===== src/rtl/wb_stage_pkg.sv =====
// wb_stage_pkg: shared constants and helpers for the MiniMIPS32 writeback stage.
//   REG_ADDR_BUS / REG_BUS : register address and data widths
//   ZERO_WORD, WRITE_ENABLE: common literal values
//   BE_*                   : byte-lane enable patterns of legal loads
//   ext_byte / ext_half    : sub-word extension to a full register word
package wb_stage_pkg;

   localparam int unsigned REG_ADDR_BUS = 5;
   localparam int unsigned REG_BUS      = 32;

   localparam logic [REG_BUS-1:0] ZERO_WORD    = '0;
   localparam logic               WRITE_ENABLE = 1'b1;

   localparam logic [3:0] BE_WORD  = 4'b1111;
   localparam logic [3:0] BE_HALF0 = 4'b0011;
   localparam logic [3:0] BE_HALF1 = 4'b1100;
   localparam logic [3:0] BE_B0    = 4'b0001;
   localparam logic [3:0] BE_B1    = 4'b0010;
   localparam logic [3:0] BE_B2    = 4'b0100;
   localparam logic [3:0] BE_B3    = 4'b1000;

   function automatic logic [REG_BUS-1:0] ext_byte(input logic [7:0] b, input logic sext);
      return {{(REG_BUS-8){sext & b[7]}}, b};
   endfunction

   function automatic logic [REG_BUS-1:0] ext_half(input logic [15:0] h, input logic sext);
      return {{(REG_BUS-16){sext & h[15]}}, h};
   endfunction

endpackage


===== src/rtl/wb_load_align.sv =====
// wb_load_align: little-endian load alignment and extension (combinational).
//   dm   in  32  data-memory read word
//   dre  in  4   byte-lane enables of the load
//   sext in  1   1 = sign-extend sub-word loads, 0 = zero-extend
//   data out 32  aligned, extended load value (zero when pattern is illegal)
//   ok   out 1   lane pattern is one of the legal load shapes
module wb_load_align
   import wb_stage_pkg::*;
(
   input  logic [REG_BUS-1:0] dm,
   input  logic [3:0]         dre,
   input  logic               sext,
   output logic [REG_BUS-1:0] data,
   output logic               ok
);

   always_comb begin
      data = ZERO_WORD;
      ok   = 1'b1;
      case (dre)
         BE_WORD:  data = dm;
         BE_B0:    data = ext_byte(dm[7:0],   sext);
         BE_B1:    data = ext_byte(dm[15:8],  sext);
         BE_B2:    data = ext_byte(dm[23:16], sext);
         BE_B3:    data = ext_byte(dm[31:24], sext);
         BE_HALF0: data = ext_half(dm[15:0],  sext);
         BE_HALF1: data = ext_half(dm[31:16], sext);
         default:  ok   = 1'b0;
      endcase
   end

endmodule


===== src/rtl/wb_stage.sv =====
// wb_stage: MEM/WB pipeline register and writeback unit; sole driver of the
// register-file write port. The pipeline slot has priority over a one-entry
// divider result buffer.
//   cpu_clk_50M, cpu_rst (sync, active-high)
//   stall, flush                          : pipeline control
//   mem_wa/wreg/dreg/mreg/dre/sext        : memory-stage result
//   dm                                    : data-memory read word (WB cycle)
//   div_valid/div_wa/div_wd, div_ready    : divider result handshake
//   wa, wd, we                            : register-file write port
module wb_stage
   import wb_stage_pkg::*;
#(
   parameter int unsigned ADDR_W = REG_ADDR_BUS,
   parameter int unsigned DATA_W = REG_BUS
)(
   input  logic              cpu_clk_50M,
   input  logic              cpu_rst,
   input  logic              stall,
   input  logic              flush,
   input  logic [ADDR_W-1:0] mem_wa,
   input  logic              mem_wreg,
   input  logic [DATA_W-1:0] mem_dreg,
   input  logic              mem_mreg,
   input  logic [3:0]        mem_dre,
   input  logic              mem_sext,
   input  logic [DATA_W-1:0] dm,
   input  logic              div_valid,
   input  logic [ADDR_W-1:0] div_wa,
   input  logic [DATA_W-1:0] div_wd,
   output logic              div_ready,
   output logic [ADDR_W-1:0] wa,
   output logic [DATA_W-1:0] wd,
   output logic              we
);

   // MEM/WB stage register
   logic [ADDR_W-1:0] s_wa;
   logic              s_wreg;
   logic [DATA_W-1:0] s_dreg;
   logic              s_mreg;
   logic [3:0]        s_dre;
   logic              s_sext;
   logic              s_done;   // held instruction already wrote during this stall

   // divider result buffer
   logic              bv;
   logic [ADDR_W-1:0] bwa;
   logic [DATA_W-1:0] bwd;

   logic [DATA_W-1:0] ld_data;
   logic              ld_ok;
   logic [DATA_W-1:0] slot_data;
   logic              slot_req;
   logic              buf_req;

   wb_load_align u_align (
      .dm   (dm),
      .dre  (s_dre),
      .sext (s_sext),
      .data (ld_data),
      .ok   (ld_ok)
   );

   assign slot_data = s_mreg ? ld_data : s_dreg;
   // Writes are suppressed during reset so the port is quiet in the reset cycle
   // regardless of what the registers held beforehand.
   assign slot_req  = !cpu_rst && s_wreg && (s_wa != '0) && !s_done && (!s_mreg || ld_ok);
   assign buf_req   = !cpu_rst && !slot_req && bv && (bwa != '0);
   assign div_ready = !bv && !cpu_rst;

   always_comb begin
      we = 1'b0;
      wa = '0;
      wd = '0;
      if (slot_req) begin
         we = WRITE_ENABLE;
         wa = s_wa;
         wd = slot_data;
      end else if (buf_req) begin
         we = WRITE_ENABLE;
         wa = bwa;
         wd = bwd;
      end
   end

   always_ff @(posedge cpu_clk_50M) begin
      if (cpu_rst || flush) begin
         s_wa   <= '0;
         s_wreg <= 1'b0;
         s_dreg <= '0;
         s_mreg <= 1'b0;
         s_dre  <= '0;
         s_sext <= 1'b0;
         s_done <= 1'b0;
      end else if (!stall) begin
         s_wa   <= mem_wa;
         s_wreg <= mem_wreg;
         s_dreg <= mem_dreg;
         s_mreg <= mem_mreg;
         s_dre  <= mem_dre;
         s_sext <= mem_sext;
         s_done <= 1'b0;
      end else if (slot_req) begin
         s_done <= 1'b1;
      end
   end

   // Capture only when empty, so capture and drain never coincide. An entry
   // leaves when the port is free (written, or dropped if bwa is r0) or when a
   // younger slot write to the same register overrides it.
   always_ff @(posedge cpu_clk_50M) begin
      if (cpu_rst) begin
         bv  <= 1'b0;
         bwa <= '0;
         bwd <= '0;
      end else if (div_valid && div_ready) begin
         bv  <= 1'b1;
         bwa <= div_wa;
         bwd <= div_wd;
      end else if (bv && (!slot_req || (s_wa == bwa))) begin
         bv  <= 1'b0;
      end
   end

endmodule

===== config.mk =====
export PLATFORM = sky130hd
export DESIGN_NAME = wb_stage
export DESIGN_NICKNAME = d
export VERILOG_FILES = /design/src/rtl/wb_stage_pkg.sv /design/src/rtl/wb_load_align.sv /design/src/rtl/wb_stage.sv
export SDC_FILE = /design/constraint.sdc
export NUM_CORES = 1
export LEC_CHECK = 0
export ABC_AREA = 0
export BUFFER_PORTS_ARGS = -buffer_cell sky130_fd_sc_hd__buf_2
export CORE_ASPECT_RATIO = 0.8
export CORE_MARGIN = 4
export CORE_UTILIZATION = 30
export CTS_CLUSTER_DIAMETER = 100
export DETAILED_ROUTE_END_ITERATION = 8
export PLACE_DENSITY = 0.63
export SYNTH_ARGS = -nofsm -noshare
export SYNTH_HDL_FRONTEND = slang
export SYNTH_SLANG_ARGS = --single-unit

===== constraint.sdc =====
create_clock -name cpu_clk_50M -period 3 [get_ports cpu_clk_50M]
set_clock_uncertainty 0.2 [all_clocks]
set_input_delay 0.45 -clock cpu_clk_50M [delete_from_list [all_inputs] [get_ports cpu_clk_50M]]
set_output_delay 0.45 -clock cpu_clk_50M [all_outputs]
set_load 0.02 [all_outputs]

==> results of run 1 <==
## worst min-delay path by stage
stage / startpoint / endpoint / depth (start not counted)
2_1_floorplan: bwd[0] / bwd[0] / 2
3_3_place_gp: bwd[2] / bwd[2] / 2
3_5_place_dp: bwd[27] / bwd[27] / 2
4_1_cts: div_wd[23] / bwd[23] / 3
5_1_grt: div_wd[5] / bwd[5] / 3
6_report: div_wd[15] / bwd[15] / 3
## final cells by class
| cell class | instances | share of cell area |
|---|---|---|
| multi-input combinational | 388 | 0.443 |
| sequential | 83 | 0.257 |
| timing repair buffer | 191 | 0.217 |
| clock buffer | 11 | 0.0373 |
| tap | 189 | 0.0363 |
| clock inverter | 4 | 0.00787 |
| inverter | 2 | 0.00115 |
| antenna | 2 | 0.000768 |
## metrics by stage
step | instance area [um2] | total power, mW
3_3_place_gp | 5560 | 1.58
3_5_place_dp | 5560 | 1.58
6_report | 6520 | 2.71
5_1_grt | 6510 | 2.82
2_1_floorplan | 4570 | 1.42
4_1_cts | 6080 | 2.72
## worst max-delay path, cell delays in order (launching register included)
cell	delay, ns
dfxtp_4	0.37
or2_4	0.28
a2111oi_4	0.36
buf_4	0.20
a21oi_4	0.07
nor2_8	0.22
clkbuf_16	0.21
o2bb2ai_4	0.12
buf_6	0.14
## routing by layer
metal	routed length, um	part of all wire	track usage	vias to the layer above
met5	8	0.00049	0	-
met4	464	0.028	0.0693	2
met3	991	0.061	0.0475	35
met2	6950	0.43	0.258	170
met1	7890	0.48	0.255	2035
li1	-	-	-	2198
## power by group
group / internal, mW / switching [mW] / total [mW]
registers: 1.16 / 0.0472 / 1.21
clock network: 0.663 / 0.441 / 1.10
logic: 0.196 / 0.202 / 0.397
total: 2.02 / 0.690 / 2.71
## flip-flops by register name, indices dropped and copies added (netlist names)
name and count:
bv 1, bwa 5, bwd 32, s_done 1
s_dre 4, s_dreg 32, s_mreg 1, s_sext 1
s_wa 5, s_wreg 1
## cells by family after synthesis
group                     synth area share
and+or+nand+nor                      0.199
AOI/OAI and AO/OA                    0.275
DFF                                  0.364
buffers and inverters               0.0570
muxes                               0.0964
xor gates and xnor gates           0.00959
## repair_timing
action / 4_1_cts / 5_1_grt
hold buffers: 0 / 0
setup endpoints to repair: 37 / 37
buffers inserted: 6 / 3
pin swaps: 3 / 27
resized for setup: 37 / 79
cloned: 1 / 4
## cell usage in the layout (no fill, tap or decap), drive strengths merged, types with 3 or more instances in the layout
| cell type | netlist | routed |
|---|---|---|
| o2bb2ai | 16 | 16 |
| o21ai | 41 | 41 |
| mux2i | 44 | 44 |
| nor2b | 11 | 11 |
| or2 | 3 | 3 |
| nand2 | 61 | 61 |
| nor2 | 50 | 50 |
| a222oi | 6 | 6 |
| nand2b | 38 | 38 |
| and2 | 3 | 3 |
| buf | 21 | 188 |
| a22oi | 17 | 17 |
| dfxtp | 83 | 83 |
| nand3b | 4 | 4 |
| a221o | 9 | 9 |
| a22o | 14 | 14 |
| nand3 | 5 | 5 |
| nor3b | 4 | 4 |
| xor2 | 3 | 3 |
| a21o | 17 | 17 |
| a221oi | 17 | 17 |
| clkbuf | 26 | 14 |
| o22ai | 8 | 8 |
==> flow_summary.json, run 1 <==
{
  "status": "complete, no violations",
  "grt_start_max_net_pins": 40,
  "wire_per_inst_um": 18.7,
  "die_w_um": 146,
  "rows": 40,
  "crit_end": "wd[10]",
  "cap_viol_max_count": 0,
  "synthTopCellsByCount": "dfxtp_1, nand2_1, nor2_1",
  "yosysMostFrequentCell": "dfxtp_1",
  "synth_edf_count": 0,
  "cp_data_required_time_ns": 2.35,
  "yosysWarnings": 0,
  "first_global_vias": 4246,
  "rsz0062_at_grt": "yes",
  "crit_path_start": "s_dre[3]",
  "synth_area_um2": 4570,
  "cts_inserted_buffers": 9,
  "async_reset_ff_frac": 0,
  "ys_ff_latch": 83,
  "path_max_fanout": 6,
  "placedCellCount": 840,
  "clk_latency_ns": 0.35,
  "synthCells": 520,
  "grtUsageTotal": 0.179,
  "die_y_um": 118,
  "fillers": 1476,
  "drive_gt1_frac": 0.373,
  "port_buffers": 156,
  "max_freq_mhz": 338,
  "antenna_found_initial": 2,
  "r2r-end": "bv",
  "synth_flop_cell": "dfxtp_1",
  "synth.top_cells.by_area": "dfxtp_1, mux2i_1, nand2b_1",
  "nets": 793,
  "place.gp.congestion": 0.879,
  "hp-class": "in2reg",
  "die_area_um2": 17300,
  "seq_area_um2": 1670,
  "vdd_drop_max_mv": 0.262,
  "reg2reg_slack_ns": 1.00,
  "cts_htree_levels": 3,
  "r2r_start": "s_dre[3]",
  "core-area_um2": 15000,
  "fin_cells": 870,
  "place_hpwl_um": 11900,
  "multiInputGateArea_um2": 2880,
  "syn_to_final_growth_pct": 42.6,
  "final_util": 0.435,
  "grt_pass1_wl_um": 24100,
  "finalSetupViolations": 0,
  "setup_ws_ns": 0.0378,
  "p_per_area_nw_per_um2": 415,
  "fin_crit_sh": 0.987,
  "p_leak_nw": 2.82,
  "hold_viol_final": 0,
  "criticalPathCategory": "reg2out",
  "start_util": 0.305,
  "drtIter0Drc": 326,
  "crit_arrival_ns": 2.31,
  "dr.pass1.iters": 5,
  "drc": 0,
  "cp-end-kind": "output port",
  "synth_seq_area_share": 0.364,
  "reg2reg_depth": 6,
  "syn_avg_cell_area_um2": 8.79,
  "max-slew-margin-rel": 0.547,
  "cts.sinks": 83,
  "post-place-ws_ns": 0.0966,
  "synth_top_cell_by_area": "dfxtp_1",
  "clock-root-buffer": "clkbuf_16",
  "yosys.area.top_type_share": 0.364,
  "fin_tns_setup_ns": 0,
  "ant_nets": 0,
  "yosysUniqueCellTypes": 46,
  "wirelength_um": 16300,
  "pin_count": 157,
  "critPathLaunchType": "register",
  "cts_buffer_depth": 2,
  "drv_slew": 0,
  "cts_tree": "done",
  "period_minus_slack_ns": 2.96,
  "syn-num-nets": 638,
  "vias": 4440,
  "path_clk_slew_ns": 0.06,
  "grt-ovfl-total": 0,
  "timing.hold.ws_ns": 0.0955,
  "tightestPinTransition_ns": 0.679,
  "avgViaCountPerCell": 5.10
}
Power figures use the tool's default switching activity.
==> inputs of run 2 (changes only) <==
--- a/config.mk
+++ b/config.mk
@@ -7,12 +7,14 @@
 export LEC_CHECK = 0
 export ABC_AREA = 0
 export BUFFER_PORTS_ARGS = -buffer_cell sky130_fd_sc_hd__buf_2
+export CELL_PAD_IN_SITES_DETAIL_PLACEMENT = 0
+export CELL_PAD_IN_SITES_GLOBAL_PLACEMENT = 1
 export CORE_ASPECT_RATIO = 0.8
 export CORE_MARGIN = 4
 export CORE_UTILIZATION = 30
-export CTS_CLUSTER_DIAMETER = 100
+export CTS_CLUSTER_DIAMETER = 60
 export DETAILED_ROUTE_END_ITERATION = 8
-export PLACE_DENSITY = 0.63
+export PLACE_DENSITY = 0.81
 export SYNTH_ARGS = -nofsm -noshare
 export SYNTH_HDL_FRONTEND = slang
 export SYNTH_SLANG_ARGS = --single-unit
==> constraint.sdc (replaced) <==
create_clock -name cpu_clk_50M -period 2.7 [get_ports cpu_clk_50M]
set_clock_uncertainty 0.2 [all_clocks]
set_input_delay 0.405 -clock cpu_clk_50M [delete_from_list [all_inputs] [get_ports cpu_clk_50M]]
set_output_delay 0.405 -clock cpu_clk_50M [all_outputs]
set_load 0.02 [all_outputs]
==> flow_summary.json, run 2 (synthesis gave the netlist of run 1 again) <==
{
  "cpLargestDelayFamily": "compound AO/OA/AOI/OAI gates",
  "setup_ws_ns": -0.173,
  "core-area_um2": 15000,
  "first_global_vias": 4518,
  "finalSetupViolations": 37,
  "drive_gt1_frac": 0.411,
  "hold_buffers": 0,
  "tightestPinTransition_ns": 0.912,
  "die_w_um": 146,
  "grtUsageTotal": 0.186,
  "path_cells": "or2_4, a2111oi_4, buf_4, nand2b_4, buf_6, o2bb2ai_2, a22o_1, buf_2",
  "violations": "negative setup slack",
  "clock-root-buffer": "clkbuf_16",
  "pin_count": 157,
  "crit_arrival_ns": 2.27,
  "hold_viol_final": 0,
  "r2r-end": "bv",
  "drtIter0Drc": 322,
  "cp-end-kind": "output port",
  "min_to": "bwd[7]",
  "pwr-share-seq": 0.433,
  "hp-class": "in2reg",
  "reg2reg_slack_ns": 0.79,
  "fin_crit_sh": 1.06,
  "syn_to_final_growth_pct": 44.9,
  "pwr-share-clk": 0.420,
  "p_per_area_nw_per_um2": 466,
  "pwr-share-comb": 0.147,
  "reg.largest.list": "bwd (32), s_dreg (32)",
  "path_clk_slew_ns": 0.06,
  "die_y_um": 118,
  "switching_power_mw": 0.787,
  "timing.hold.ws_ns": 0.0512,
  "crit_slowest_cell": "dfxtp_4",
  "critPathMaxStageDelay_ns": 0.37,
  "port_buffers": 156,
  "dpl_cell_area_um2": 5670,
  "criticalPathCategory": "reg2out",
  "period_minus_slack_ns": 2.87,
  "place.gp.congestion": 1.01,
  "dr.pass1.iters": 6,
  "wire_per_inst_um": 19.2,
  "max_freq_mhz": 348,
  "p_int_mw": 2.30,
  "layout_commonest_cell": "buf_2",
  "cts.sinks": 83,
  "p_sw_frac": 0.255,
  "avgViaCountPerCell": 5.28,
  "vdd_drop_max_mv": 0.308,
  "cts_tree": "done",
  "path_buf_inv": 3,
  "wirelength_um": 16800,
  "crit_path_start": "s_dre[2]",
  "grt_start_max_net_pins": 46,
  "rsz0062_at_grt": "yes",
  "reg2reg_depth": 6,
  "r2r_start": "s_dre[2]",
  "status": "finished with violations",
  "cts_inserted_buffers": 9,
  "cts_htree_levels": 3,
  "max-slew-margin-rel": 0.392,
  "clk_latency_ns": 0.35,
  "start_util": 0.305,
  "cp_data_required_time_ns": 2.10,
  "critPathLaunchType": "register",
  "path_max_fanout": 7,
  "cap_viol_max_count": 0,
  "vias": 4629,
  "hold_start": "div_wd[7]",
  "final_util": 0.442,
  "drv_slew": 0,
  "rows": 40,
  "cts_buffer_depth": 2,
  "post-route-cell-area_um2": 6620,
  "fillers": 1442,
  "grt_pass1_wl_um": 25200,
  "min_path_cells": 3,
  "die_area_um2": 17300,
  "ant_nets": 0,
  "nets": 799,
  "p_leak_nw": 2.95,
  "grt-ovfl-total": 0,
  "place_hpwl_um": 12300,
  "total_power_mw": 3.09,
  "antenna_found_initial": 2,
  "mostFrequentLayoutCells": "buf_2, dfxtp_1, nand2_1",
  "drc": 0
}
[run 2: changes by cell type in the layout (fill, tap and decap cells not counted), sizes merged]
cell and delta:
clkinvlp -1, diode -1, clkbuf +3, buf +7, clkinv -2
[run 2: cell type report]
| cell class | instances | area, um2 | area share |
|---|---|---|---|
| multi-input cells | 388 | 3000 | 0.453 |
| flip-flops and latches | 83 | 1670 | 0.252 |
| repair buffers | 197 | 1390 | 0.211 |
| clock buffers | 15 | 278 | 0.0420 |
| well taps | 189 | 236 | 0.0357 |
| clock inverters | 1 | 30.0 | 0.00454 |
| inverters | 2 | 7.51 | 0.00113 |
| diodes | 1 | 2.50 | 0.000378 |
[run 2: worst min-delay path, stage by stage]
cell and delay, ns:
buf_2 0.07, nand2_1 0.03, o21ai_0 0.05
[run 2: metal layers]
layer,GRT usage,vias to the layer above,routed length [um]
li1,-,2209,-
met1,0.259,2185,7980
met2,0.271,192,7230
met3,0.0594,41,1080
met4,0.0652,2,503
met5,0,-,13
[run 2: power groups by stage]
| stage | Clock [mW] | Sequential (mW) | Combinational (mW) |
|---|---|---|---|
| after global placement | 0 | 1.36 | 0.401 |
| final | 1.30 | 1.34 | 0.454 |
| after detailed placement | 0 | 1.36 | 0.406 |
| after CTS | 1.32 | 1.33 | 0.427 |
| after global routing | 1.37 | 1.34 | 0.492 |
| after floorplan | 0 | 1.35 | 0.231 |
[run 2: worst max-delay path by stage]
stage               endpoint  slack (ns)  depth (start not counted)
floorplan              wd[4]        0.29                          8
finish                 wd[0]       -0.17                          8
global placement      wd[31]       -0.11                          8
global route           wd[3]       -0.26                          7
detailed placement    wd[16]       -0.09                          7
CTS                   wd[17]       -0.18                          8
[run 2: timing repair]
| action | 4_1_cts | 5_1_grt |
|---|---|---|
| setup buffers | 0 | 5 |
| gates cloned | 1 | 2 |
| pin swaps | 6 | 5 |
| gates resized for setup | 73 | 42 |
| setup endpoints to repair | 38 | 38 |
[run 2: stage by stage]
step / setup TNS [ns] / setup WS [ns] / std cells
5_1_grt: -7.41 / -0.257 / 875
3_3_place_gp: -0.227 / -0.114 / 851
6_report: -4.67 / -0.173 / 876
3_5_place_dp: -0.189 / -0.0899 / 851
2_1_floorplan: 0 / 0.288 / 520
4_1_cts: -4.61 / -0.178 / 868
==> inputs of run 3 (changes only) <==
--- a/config.mk
+++ b/config.mk
@@ -6,7 +6,7 @@
 export NUM_CORES = 1
 export LEC_CHECK = 0
 export ABC_AREA = 0
-export BUFFER_PORTS_ARGS = -buffer_cell sky130_fd_sc_hd__buf_2
+export BUFFER_PORTS_ARGS = -buffer_cell sky130_fd_sc_hd__clkbuf_2
 export CELL_PAD_IN_SITES_DETAIL_PLACEMENT = 0
 export CELL_PAD_IN_SITES_GLOBAL_PLACEMENT = 1
 export CORE_ASPECT_RATIO = 0.8
@@ -14,7 +14,7 @@
 export CORE_UTILIZATION = 30
 export CTS_CLUSTER_DIAMETER = 60
 export DETAILED_ROUTE_END_ITERATION = 8
-export PLACE_DENSITY = 0.81
+export PLACE_DENSITY = 0.79
 export SYNTH_ARGS = -nofsm -noshare
 export SYNTH_HDL_FRONTEND = slang
 export SYNTH_SLANG_ARGS = --single-unit
==> constraint.sdc (replaced) <==
create_clock -name cpu_clk_50M -period 3.07 [get_ports cpu_clk_50M]
set_clock_uncertainty 0.2 [all_clocks]
set_input_delay 0.4605 -clock cpu_clk_50M [delete_from_list [all_inputs] [get_ports cpu_clk_50M]]
set_output_delay 0.4605 -clock cpu_clk_50M [all_outputs]
set_load 0.02 [all_outputs]
==> flow_summary.json, run 3 (synthesis gave the netlist of run 1 again) <==
{
  "finalSetupViolations": 0,
  "rsz0062_at_grt": "yes",
  "pin_count": 157,
  "cp-end-kind": "output port",
  "timing.hold.ws_ns": 0.109,
  "period_minus_slack_ns": 2.99,
  "vdd_drop_max_mv": 0.270,
  "antenna_cells": 0,
  "cp_data_required_time_ns": 2.41,
  "drv_slew": 0,
  "post-route-cell-area_um2": 6150,
  "drive_gt1_frac": 0.360,
  "grt_pass1_wl_um": 24100,
  "switching_power_mw": 0.697,
  "mostFrequentLayoutCells": "clkbuf_2, dfxtp_1, nand2_1",
  "grtUsageTotal": 0.177,
  "use_met2": 0.263,
  "p_leak_nw": 2.75,
  "pwr-share-seq": 0.424,
  "start_util": 0.305,
  "antenna_found_initial": 1,
  "cts_inserted_buffers": 9,
  "setup_ws_ns": 0.0823,
  "clock-root-buffer": "clkbuf_16",
  "cts_tree": "done",
  "p_int_mw": 2.07,
  "syn_to_final_growth_pct": 34.6,
  "criticalPathCategory": "reg2out",
  "wirelength_um": 16100,
  "wire_per_inst_um": 18.5,
  "grt_start_max_net_pins": 76,
  "nets": 796,
  "die_w_um": 146,
  "place.gp.congestion": 0.955,
  "avgViaCountPerCell": 5.27,
  "use_met1": 0.243,
  "dr.pass1.iters": 5,
  "cts_htree_levels": 3,
  "cts.sinks": 83,
  "layout_commonest_cell": "clkbuf_2",
  "max_freq_mhz": 335,
  "reg.largest.list": "bwd (32), s_dreg (32)",
  "port_buffers": 156,
  "cap_viol_max_count": 0,
  "crit_arrival_ns": 2.33,
  "hold_viol_final": 0,
  "clk_latency_ns": 0.34,
  "drc": 0,
  "post-place-ws_ns": 0.268,
  "ant_nets": 0,
  "hp-class": "in2reg",
  "path_max_fanout": 9,
  "use_met3": 0.0517,
  "hold_buffers": 0,
  "fin_tns_setup_ns": 0,
  "top_usage_layer": "met2",
  "tightestPinTransition_ns": 0.681,
  "total_power_mw": 2.77,
  "placedCellCount": 852,
  "max-slew-margin-rel": 0.546,
  "drtIter0Drc": 382,
  "status": "complete, no violations",
  "core-area_um2": 15000,
  "fin_crit_sh": 0.973,
  "critPathLaunchType": "register",
  "dpl_cell_area_um2": 5670,
  "fillers": 1483,
  "rows": 40,
  "pwr-share-comb": 0.133,
  "path_clk_slew_ns": 0.06,
  "first_global_vias": 4473,
  "vias": 4592,
  "p_per_area_nw_per_um2": 450,
  "pwr-share-clk": 0.443,
  "p_sw_frac": 0.252,
  "final_util": 0.411,
  "cts_buffer_depth": 2,
  "die_y_um": 118,
  "fin_cells": 872,
  "place_hpwl_um": 12400,
  "grt-ovfl-total": 0,
  "die_area_um2": 17300
}
[run 3: cell count changes in the layout (fill, tap and decap cells not counted), sizes merged]
cell      change
buf         -153
clkbuf      +146
clkinvlp      +2
bufinv        +1
diode         -1
inv           +1
[run 3: final cells by class]
cell class              count  area [um2]  share of cell area
clock buffers              11         253              0.0411
clock inverters             5        83.8              0.0136
inverters                   2        7.51             0.00122
multi-input cells         388        2740               0.445
flip-flops and latches     83        1670               0.271
well taps                 189         236              0.0385
repair buffers            194        1160               0.189
[run 3: worst paths after layout]
| kind | startpoint | endpoint | slack (ns) | cells past startpoint |
|---|---|---|---|---|
| worst max-delay path | s_dre[1] | wd[8] | 0.08 | 8 |
| worst max register to register | s_dre[1] | bv | 1.05 | 7 |
| worst min register to register | bwd[16] | bwd[16] | 0.27 | 2 |
| worst min-delay path | div_wd[25] | bwd[25] | 0.11 | 3 |
[run 3: worst max-delay path, cell delays in order (launching register included)]
cell and delay, ns:
dfxtp_1 0.35, nor3b_1 0.15, buf_4 0.14, a2111oi_4 0.41, buf_4 0.19, nor2_2 0.08
o22ai_1 0.38, o2bb2ai_2 0.11, clkbuf_2 0.17
[run 3: repair_timing]
item                       CTS  global route
setup endpoints to repair   37            34
resized for setup            9            20
setup buffers                4             1
pin swaps                    5             6
[run 3: power by group through the flow]
| stage | combinational (mW) | clock [mW] | sequential [mW] |
|---|---|---|---|
| detailed placement | 0.353 | 0 | 1.20 |
| global placement | 0.347 | 0 | 1.19 |
| global route | 0.399 | 1.28 | 1.18 |
| finish | 0.367 | 1.23 | 1.17 |
| CTS | 0.361 | 1.25 | 1.17 |
| floorplan | 0.203 | 0 | 1.18 |
[run 3: routing by layer]
metal,part of all wire,up-vias
met5,0.0011,-
met4,0.027,2
met3,0.072,35
met2,0.43,184
met1,0.47,2170
li1,-,2201
